File: config.mk
export PLATFORM = sky130hd
export DESIGN_NAME = inst_fetch_queue
export DESIGN_NICKNAME = d
export VERILOG_FILES = /design/src/rtl/inst_fetch_queue.sv
export SDC_FILE = /design/constraint.sdc
export NUM_CORES = 1
export LEC_CHECK = 0
export BUFFER_PORTS_ARGS = -buffer_cell sky130_fd_sc_hd__buf_2
export CORE_MARGIN = 2
export CORE_UTILIZATION = 55
export CTS_BUF_LIST = sky130_fd_sc_hd__clkbuf_2 sky130_fd_sc_hd__clkbuf_4 sky130_fd_sc_hd__clkbuf_8
export CTS_CLUSTER_SIZE = 40
export DETAILED_ROUTE_END_ITERATION = 6
export PLACE_DENSITY = 0.78
export SLEW_MARGIN = 20
export SYNTH_ARGS = -nofsm -noshare
export SYNTH_HDL_FRONTEND = slang
export SYNTH_SLANG_ARGS = --single-unit
File: constraint.sdc
create_clock -name clk -period 3.05 [get_ports clk]
set_clock_uncertainty 0.1 [all_clocks]
set_input_delay 0.305 -clock clk [delete_from_list [all_inputs] [get_ports clk]]
set_output_delay 0.305 -clock clk [all_outputs]
set_load 0.02 [all_outputs]
File: src/rtl/inst_fetch_queue.sv
`default_nettype none
// ============================================================================
//  Module   : inst_fetch_queue
//  Brief    : Decoupled instruction-fetch front end. Owns the fetch PC, keeps
//             one request outstanding to instruction memory, buffers returned
//             {pc, inst} pairs in a circular queue and handles redirects.
//  Revision : 1.0 - initial release
// ============================================================================
module inst_fetch_queue #(
  parameter int                    ADDR_WIDTH = 32,
  parameter int                    DATA_WIDTH = 32,
  parameter int                    DEPTH      = 4,
  parameter logic [ADDR_WIDTH-1:0] RESET_PC   = '0
) (
  input  logic                           clk,
  input  logic                           cpu_rst_n,
  input  logic                           cpu_en,
  output logic                           inst_ren,
  output logic [ADDR_WIDTH-1:0]          inst_addr,
  input  logic                           inst_ack,
  input  logic [DATA_WIDTH-1:0]          inst_data,
  input  logic                           redirect_en,
  input  logic [ADDR_WIDTH-1:0]          redirect_pc,
  output logic                           if_valid,
  output logic [DATA_WIDTH-1:0]          if_inst,
  output logic [ADDR_WIDTH-1:0]          if_pc,
  input  logic                           if_ready,
  output logic [$clog2(DEPTH+1)-1:0]     queue_count
);

  localparam int                    c_PTR_W  = $clog2(DEPTH);
  localparam int                    c_CNT_W  = $clog2(DEPTH+1);
  localparam logic [ADDR_WIDTH-1:0] c_PC_INC = ADDR_WIDTH'(4);

  typedef enum logic [1:0] {
    S_IDLE    = 2'd0,
    S_WAIT    = 2'd1,
    S_DISCARD = 2'd2
  } state_t;

  state_t                  r_state;
  state_t                  w_state_nxt;
  logic [ADDR_WIDTH-1:0]   r_fpc;
  logic [ADDR_WIDTH-1:0]   r_req_addr;
  logic [ADDR_WIDTH-1:0]   w_fpc_nxt;
  logic [ADDR_WIDTH-1:0]   w_req_nxt;
  logic [ADDR_WIDTH-1:0]   w_enq_pc;
  logic [ADDR_WIDTH-1:0]   w_redir_pc;
  logic                    w_enq;
  logic                    w_pop;
  logic                    w_redir;
  logic                    w_busy;
  logic                    w_room;
  logic                    w_unused;

  logic [ADDR_WIDTH-1:0]   r_pc_q   [DEPTH];
  logic [DATA_WIDTH-1:0]   r_inst_q [DEPTH];
  logic [c_PTR_W-1:0]      r_rd_ptr;
  logic [c_PTR_W-1:0]      r_wr_ptr;
  logic [c_CNT_W-1:0]      r_count;

  // The low address bits of a redirect target are forced to a word boundary.
  assign w_redir_pc = {redirect_pc[ADDR_WIDTH-1:2], 2'b00};
  assign w_unused   = ^redirect_pc[1:0];

  // A redirect only takes effect while the CPU is enabled.
  assign w_redir = cpu_en & redirect_en;

  // An outstanding request already owns a queue slot for its return data.
  assign w_busy = (r_state != S_IDLE);
  assign w_room = ({1'b0, r_count} + (c_CNT_W+1)'(w_busy)) < (c_CNT_W+1)'(DEPTH);

  assign if_valid    = (r_count != '0) & cpu_en & ~redirect_en;
  assign w_pop       = if_valid & if_ready;
  assign if_inst     = r_inst_q[r_rd_ptr];
  assign if_pc       = r_pc_q[r_rd_ptr];
  assign queue_count = r_count;

  // Request FSM next-state, memory request outputs and enqueue decision.
  always_comb begin
    w_state_nxt = r_state;
    inst_ren    = 1'b0;
    inst_addr   = r_fpc;
    w_enq       = 1'b0;
    w_enq_pc    = r_fpc;
    w_fpc_nxt   = r_fpc;
    w_req_nxt   = r_req_addr;
    case (r_state)
      S_IDLE: begin
        inst_ren = cpu_en & w_room & ~redirect_en;
        if (inst_ren) begin
          w_req_nxt = r_fpc;
          if (inst_ack) begin
            w_enq     = 1'b1;
            w_fpc_nxt = r_fpc + c_PC_INC;
          end else begin
            w_state_nxt = S_WAIT;
          end
        end
      end
      S_WAIT: begin
        // Address is held until the memory answers, whatever cpu_en does.
        inst_ren  = 1'b1;
        inst_addr = r_req_addr;
        if (inst_ack) begin
          w_state_nxt = S_IDLE;
          if (!w_redir) begin
            w_enq     = 1'b1;
            w_enq_pc  = r_req_addr;
            w_fpc_nxt = r_req_addr + c_PC_INC;
          end
        end else if (w_redir) begin
          w_state_nxt = S_DISCARD;
        end
      end
      S_DISCARD: begin
        inst_ren  = 1'b1;
        inst_addr = r_req_addr;
        if (inst_ack) begin
          w_state_nxt = S_IDLE;
        end
      end
      default: begin
        w_state_nxt = S_IDLE;
      end
    endcase
    // Redirect target wins over any sequential PC update.
    if (w_redir) begin
      w_fpc_nxt = w_redir_pc;
    end
  end

  // Fetch PC, request address and FSM state registers.
  always_ff @(posedge clk or negedge cpu_rst_n) begin
    if (!cpu_rst_n) begin
      r_state    <= S_IDLE;
      r_fpc      <= RESET_PC;
      r_req_addr <= RESET_PC;
    end else begin
      r_state    <= w_state_nxt;
      r_fpc      <= w_fpc_nxt;
      r_req_addr <= w_req_nxt;
    end
  end

  // Circular queue: storage, pointers and occupancy; redirect flushes it.
  always_ff @(posedge clk or negedge cpu_rst_n) begin
    if (!cpu_rst_n) begin
      for (int i = 0; i < DEPTH; i++) begin
        r_pc_q[i]   <= '0;
        r_inst_q[i] <= '0;
      end
      r_rd_ptr <= '0;
      r_wr_ptr <= '0;
      r_count  <= '0;
    end else if (w_redir) begin
      r_rd_ptr <= '0;
      r_wr_ptr <= '0;
      r_count  <= '0;
    end else begin
      if (w_enq) begin
        r_pc_q[r_wr_ptr]   <= w_enq_pc;
        r_inst_q[r_wr_ptr] <= inst_data;
        r_wr_ptr           <= r_wr_ptr + c_PTR_W'(1);
      end
      if (w_pop) begin
        r_rd_ptr <= r_rd_ptr + c_PTR_W'(1);
      end
      case ({w_enq, w_pop})
        2'b10:   r_count <= r_count + c_CNT_W'(1);
        2'b01:   r_count <= r_count - c_CNT_W'(1);
        default: r_count <= r_count;
      endcase
    end
  end

endmodule
`default_nettype wire

== After elaboration in Yosys (flattened, before gate mapping) ==
Cells that the tools add are included.
Storage, ports and cells
  register bits after elaboration: 329
  output and inout port bits: 101
Cells by class
  $add $sub $neg: 7
  magnitude comparators: 4
  equality and inequality tests: 10
  mux-type cells: 37
  bitwise logic cells: 10
  reduce and logical (&&, ||, !) cells: 13
Operator list (number)
  $mux 32: 13
  $bwmux 128: 2
  $bmux 32 s2: 2
  $add 32x3->32 const B: 2
  $demux 32 s2: 1
  $pmux 32 s2: 1
  $mux 2: 9
  $ne 3x3->1 const B: 3
  $reduce_bool 3->1: 3
  $reduce_and 4->1: 2
  $and 1x1->1: 6
  $ge 3x3->1 const B: 2
  $ne 2x2->1 const B: 3
  $not 2->3: 2
  $pmux 2 s3: 1
  $pmux 3 s2: 1
  $reduce_bool 2->1: 3
  $add 2x1->2 const B: 2
  $add 3x1->4: 1
  $eq 2x1->1 const B: 2
  $eq 2x2->1 const B: 2
  $lt 4x3->1 const B: 1
  $mux 1: 4
  $pmux 1 s2: 2
  9 further kinds: 11

== Logic depth before layout (Yosys ltp) ==
  depth in word-level cells: 10
  depth in mapped cells: 16
  mapped depth without buffers: 11

== Worst setup path before layout ==
No wires, ideal clock.
  path type: register to register
  start point: register r_state[1]
  end point: register r_fpc[24]
  setup time: 0.126 ns
  data arrival time: 2.913 ns
  slack: -0.089 ns
  cell stages (with the launch flop): 17
  buffers on the path: 6
  period minus slack after synthesis: 3.139 ns
  path through: dfrtp_1 > inv_1 > ha_1 > buf_6 > buf_12 > buf_12 > buf_6 > buf_4 > mux2_2 > ha_1 > nand4b_1 > a22oi_4 > and3_1 > buf_2 > and3_1 > xnor2_1 > a21oi_1
On the way
  word-level cells in the longest chain between the ends: 7
  elaborated cells between the ends (all ways): 14
Ends and longest elaborated chain
  start, declared: RTL line 41  | state_t r_state;
  start signal, assigned: RTL line 140  | r_state <= w_state_nxt;
  $reduce_bool 2->1: RTL line 70  | assign w_busy = (r_state != S_IDLE);
  $add 3x1->4: RTL line 71  | assign w_room = ({1'b0, r_count} + (c_CNT_W+1)'(w_busy)) < (c_CNT_W+1)'(DEPTH);
  $lt 4x3->1: RTL line 71
  $and 1x1->1 (2 in series): RTL line 90  | inst_ren = cpu_en & w_room & ~redirect_en;
  $ne 3x3->1 (no line)
  $reduce_and 4->1 (no line)
  end signal, assigned: RTL line 141  | r_fpc <= w_fpc_nxt;
  end, declared: RTL line 43  | logic [ADDR_WIDTH-1:0] r_fpc;
Parallel ways exist; a longest one is shown, timed or not.
A chain may end at the register's enable or synchronous reset.

== Worst setup path after layout ==
  start point: register r_state[0]
  end point: output inst_ren
On the way
  word-level cells in the longest chain between the ends: 6
  elaborated cells between the ends (all ways): 10
Ends and longest elaborated chain
  $reduce_bool 2->1: RTL line 70
  $add 3x1->4: RTL line 71
  $lt 4x3->1: RTL line 71
  $and 1x1->1 (2 in series): RTL line 90
  $pmux 1 s2 (*): RTL line 88  | case (r_state)
  end, declared: RTL line 18  | output logic inst_ren,
Every way passes the cells marked *; elsewhere a longest branch is shown, timed or not.

==> summary.md <==
| Metric | Value |
|---|---|
| Antenna violations before repair | 0 |
| Synthesis-stage register bit count | 329 |
| Post-DP HPWL | 24,400 µm |
| Crit path largest cell delay | 0.44 ns |
| Relative slew margins | 62.7% |
| Flop2flop setup slack | 0.34 ns |
| Clk buf depth | 3 |
| CTS tree | yes |
| Slew @ Worst Pin | ~0.54 ns |
| Final wirelength | approximately 38,000 µm |
| Root Driver | clkbuf_8 |
| Total grt overflow | 0 |
| Worst Setup EP | inst_ren |
| Setup TNS | 0 ns |
| Global Route Usage Sum | 25.9% |
| Clk pwr share | slightly below 20% |
| Die height | 173 µm |
| Final Instance Count excl. Fillers | between 1,500 and 2,000 |
| Pwr/cell area | 1120 nW/µm² |
| Synth Flop Type | dfrtp_1 |
| RSZ-0062 raised after global routing | no |
| Row count | 61 |
| WL/cell | 20.0 µm |
| Postcts setup bufs | 0 |
| CORE AREA | 28,000 µm² |
| Most used cell, CP | nor2_1 |
| Fraction of layout cells with a size suffix above 1 | 38.9% |
| Pint | 12.9 mW |
| Seq/Total Area, Yosys | 52.3% |
| Area taken by multi-input logic gates | 7060 µm² |
| CP Class | reg -> out |
| # Max-Cap Violations | 0 |
| RR Endpoint | queue_count[2]$_DFFE_PN0P_ |
| Combinational group share of total power | 44.0% |
| Finished Cell Area | 18,900 µm² |
| P_sw | 8.29 mW |
| I/O pins | 171 |
| Starting Density | 56.2% |
| Reg2reg path depth | 11 |
| N_diodes | 0 |
| Clk Latency, worst-skew pair | around 0.6 ns |
| Mapped Nets | about 1,300 |
| # port buffers | 168 |
| First-pass GRT wire length | just over 60,000 µm |
| Critical Path, Cell by Cell | inv_1 > ha_1 > nor3b_4 > buf_6 > nor2_1 > nor2_1 > buf_2 |
| Worst path arrival time | about 2.4 ns |
| Cts bufs inserted | 54 |
| Sequential cell area | 8240 µm² |
| Fin crit period | 2.84 ns |
| Layout Nets | 1,570 |
| Max-slew violation count | 0 |
| Ys async rst share | 100% |
| Worst-path clk slew | 0.07 ns |
| Status | completed |
| DR iter-0 viols | 721 |
| DRC | 0 |
| Req. time, crit path | between 2 and 3 ns |
| Post-synth EDFFs | 0 |
| Slowest-stage cell, CP | dfrtp_1 |
| Distinct cells, synth | just over 60 |
| Syn avg cell area | 12.6 µm² |
| Placed insts | 1,749 |
| Switching share of power | 39.2% |
| Final Hold Fails | 0 |
| # clock sinks | 329 |
| Drt first pass iters | 5 |
| Worst hold path class | in -> reg |
| Mapped Cells | about 1,200 |
| Worst reg2reg startpoint | r_state[0]$_DFFE_PN0P_ |
| Critical Path End Type | primary output |
| H-Tree Depth | 2 |
| Maximum vdd ir drop | around 0.84 mV |
| Synthesized cell area | 15,700 µm² |
| Fin crit share | 93.0% |
| Via density | 5.80 |
| Hold Path Origin | inst_ack |
| Part of the power in registers | 36.5% |
| Filler cells | 1,994 |
| Largest net degree at the start of global routing | 75 |
| Critical Path Start Type | register |
| P_leak | 8.55 nW |
| Vias in the first global route | ~12,000 |
| Crit path from | r_state[0]$_DFFE_PN0P_ |
| Die X | 173 µm |
| GP Congestion | 0.879 |
| # setup viols final | 0 |
| DR vias | between 10,000 and 15,000 |
| Worst-path fanout max | 21 |
| Number of nets still failing antenna checks after routing | 0 |
| Die area | 30,000 µm² |
| Yosys warns | 0 |
| Area after DPL | around 17,000 µm² |
| Fmax | 353 MHz |
| Area Overhead vs Synth | 20.2% |
[timing repair]
item                                    4_1_cts  5_1_grt
hold buffers                                 63        0
resized for setup                             0        1
endpoints found under the hold margin       225        0
endpoints found under the setup margin        0        1
[power by group through the flow]
stage                     Clock [mW]  Combinational (mW)  Sequential [mW]
after global placement             0                8.97             7.57
after global routing            4.44                10.1             7.96
after detailed placement           0                9.20             7.74
final                           4.13                9.32             7.73
after CTS                       4.22                9.31             7.68
after floorplan                    0                6.93             7.17
[area by class of cell]
cell class                 count  area share, %
clock buffer                  82           5.63
clock inverter                19          0.721
inverter                       7          0.139
multi-input combinational    827           37.3
sequential                   329           43.5
tap                          378           2.50
timing repair buffer         271           10.2
[critical path, delay by kind of cell, from the launching register on]
family / cells / cell delay (ns)
adders and majority gates: 1 / 0.29
DFF: 1 / 0.44
and+or+nand+nor: 3 / 0.53
buffers and inverters: 3 / 0.58
[layer usage]
metal	wire length (µm)	vias to the layer above	share of wire, %	track usage (%)
met2	18700	356	49	42.1
met1	16700	5643	44	36.2
met5	0	-	0	0
li1	-	5022	-	-
met4	919	0	2.4	8.51
met3	2000	68	5.2	3.78
[state kept, by name, indices dropped and copies added, names as in the netlist]
register	flops
r_wr_ptr	2
queue_count	3
r_inst_q	128
r_fpc	32
r_req_addr	32
r_state	2
r_rd_ptr	2
r_pc_q	128
[how the worst min path moves through the flow]
stage	endpoint	slack [ns]	cells after the start
5_1_grt	r_state[1]$_DFFE_PN0P_	0.12	4
4_1_cts	r_state[1]$_DFFE_PN0P_	0.06	4
6_report	r_state[1]$_DFFE_PN0P_	0.09	4
3_5_place_dp	r_inst_q[105]$_DFFE_PN0P_	0.21	1
2_1_floorplan	queue_count[0]$_DFFE_PN0P_	-0.09	0
3_3_place_gp	r_inst_q[105]$_DFFE_PN0P_	0.20	1
[stage by stage]
step / util (%) / setup slack, ns / power [mW] / hold WS [ns]
finish: 67.5 / 0.215 / 21.2 / 0.0927
global placement: 61.0 / 0.409 / 16.5 / 0.204
floorplan: - / 0.0105 / 14.1 / -0.0906
global route: 67.5 / 0.0384 / 22.5 / 0.122
detailed placement: 61.0 / 0.353 / 16.9 / 0.209
CTS: 67.5 / 0.0984 / 21.2 / 0.0613
[cell usage after synthesis (4+ instances only)]
library cell	count	area (µm²)
dfrtp_1	329	8230
mux2_2	200	2250
nand2_1	166	623
o21ai_0	131	656
mux4_2	64	1440
mux2i_1	52	521
buf_2	45	225
a21oi_1	34	170
nor2_1	29	109
clkbuf_1	25	93.8
o21ai_1	15	75.1
xor2_1	15	131
xnor2_1	13	114
nand3_1	11	55.1
o22ai_1	11	68.8
ha_1	9	113
nand4_1	9	56.3
buf_4	8	60.1
a22oi_1	6	45.0
and3_1	6	37.5
inv_1	6	22.5
nand4b_1	6	52.6
buf_6	4	45.0
[logic make-up after synthesis]
kind of cell,Yosys count,synth area share [%]
multiplexers,318,27.0
flip-flops,329,52.3
adder cells (fa/ha/maj),10,0.843
buffers and inverters,93,3.16
AO/OA/AOI/OAI,220,7.94
AND/OR/NAND/NOR,251,7.21
XOR/XNOR,28,1.56
[cells in the final DEF (no fill, tap or decap), types with 11 or more instances in the layout]
cell type      netlist  final
clkinv_2             0     12
xnor2_1             13     13
nand2_1            166    162
o21ai_1             15     15
a21oi_1             34     33
buf_2               45    167
nor2_1              29     29
buf_12               2     11
mux2i_1             52     52
xor2_1              15     15
dlygate4sd3_1        0     63
buf_4                8     28
o22ai_1             11     11
o21ai_0            131    131
nand3_1             11     11
dfrtp_1            329    327
mux2_2             200    200
mux4_2              64     64
clkbuf_8             0     72
Note: power is estimated with default switching activity, not from simulation.
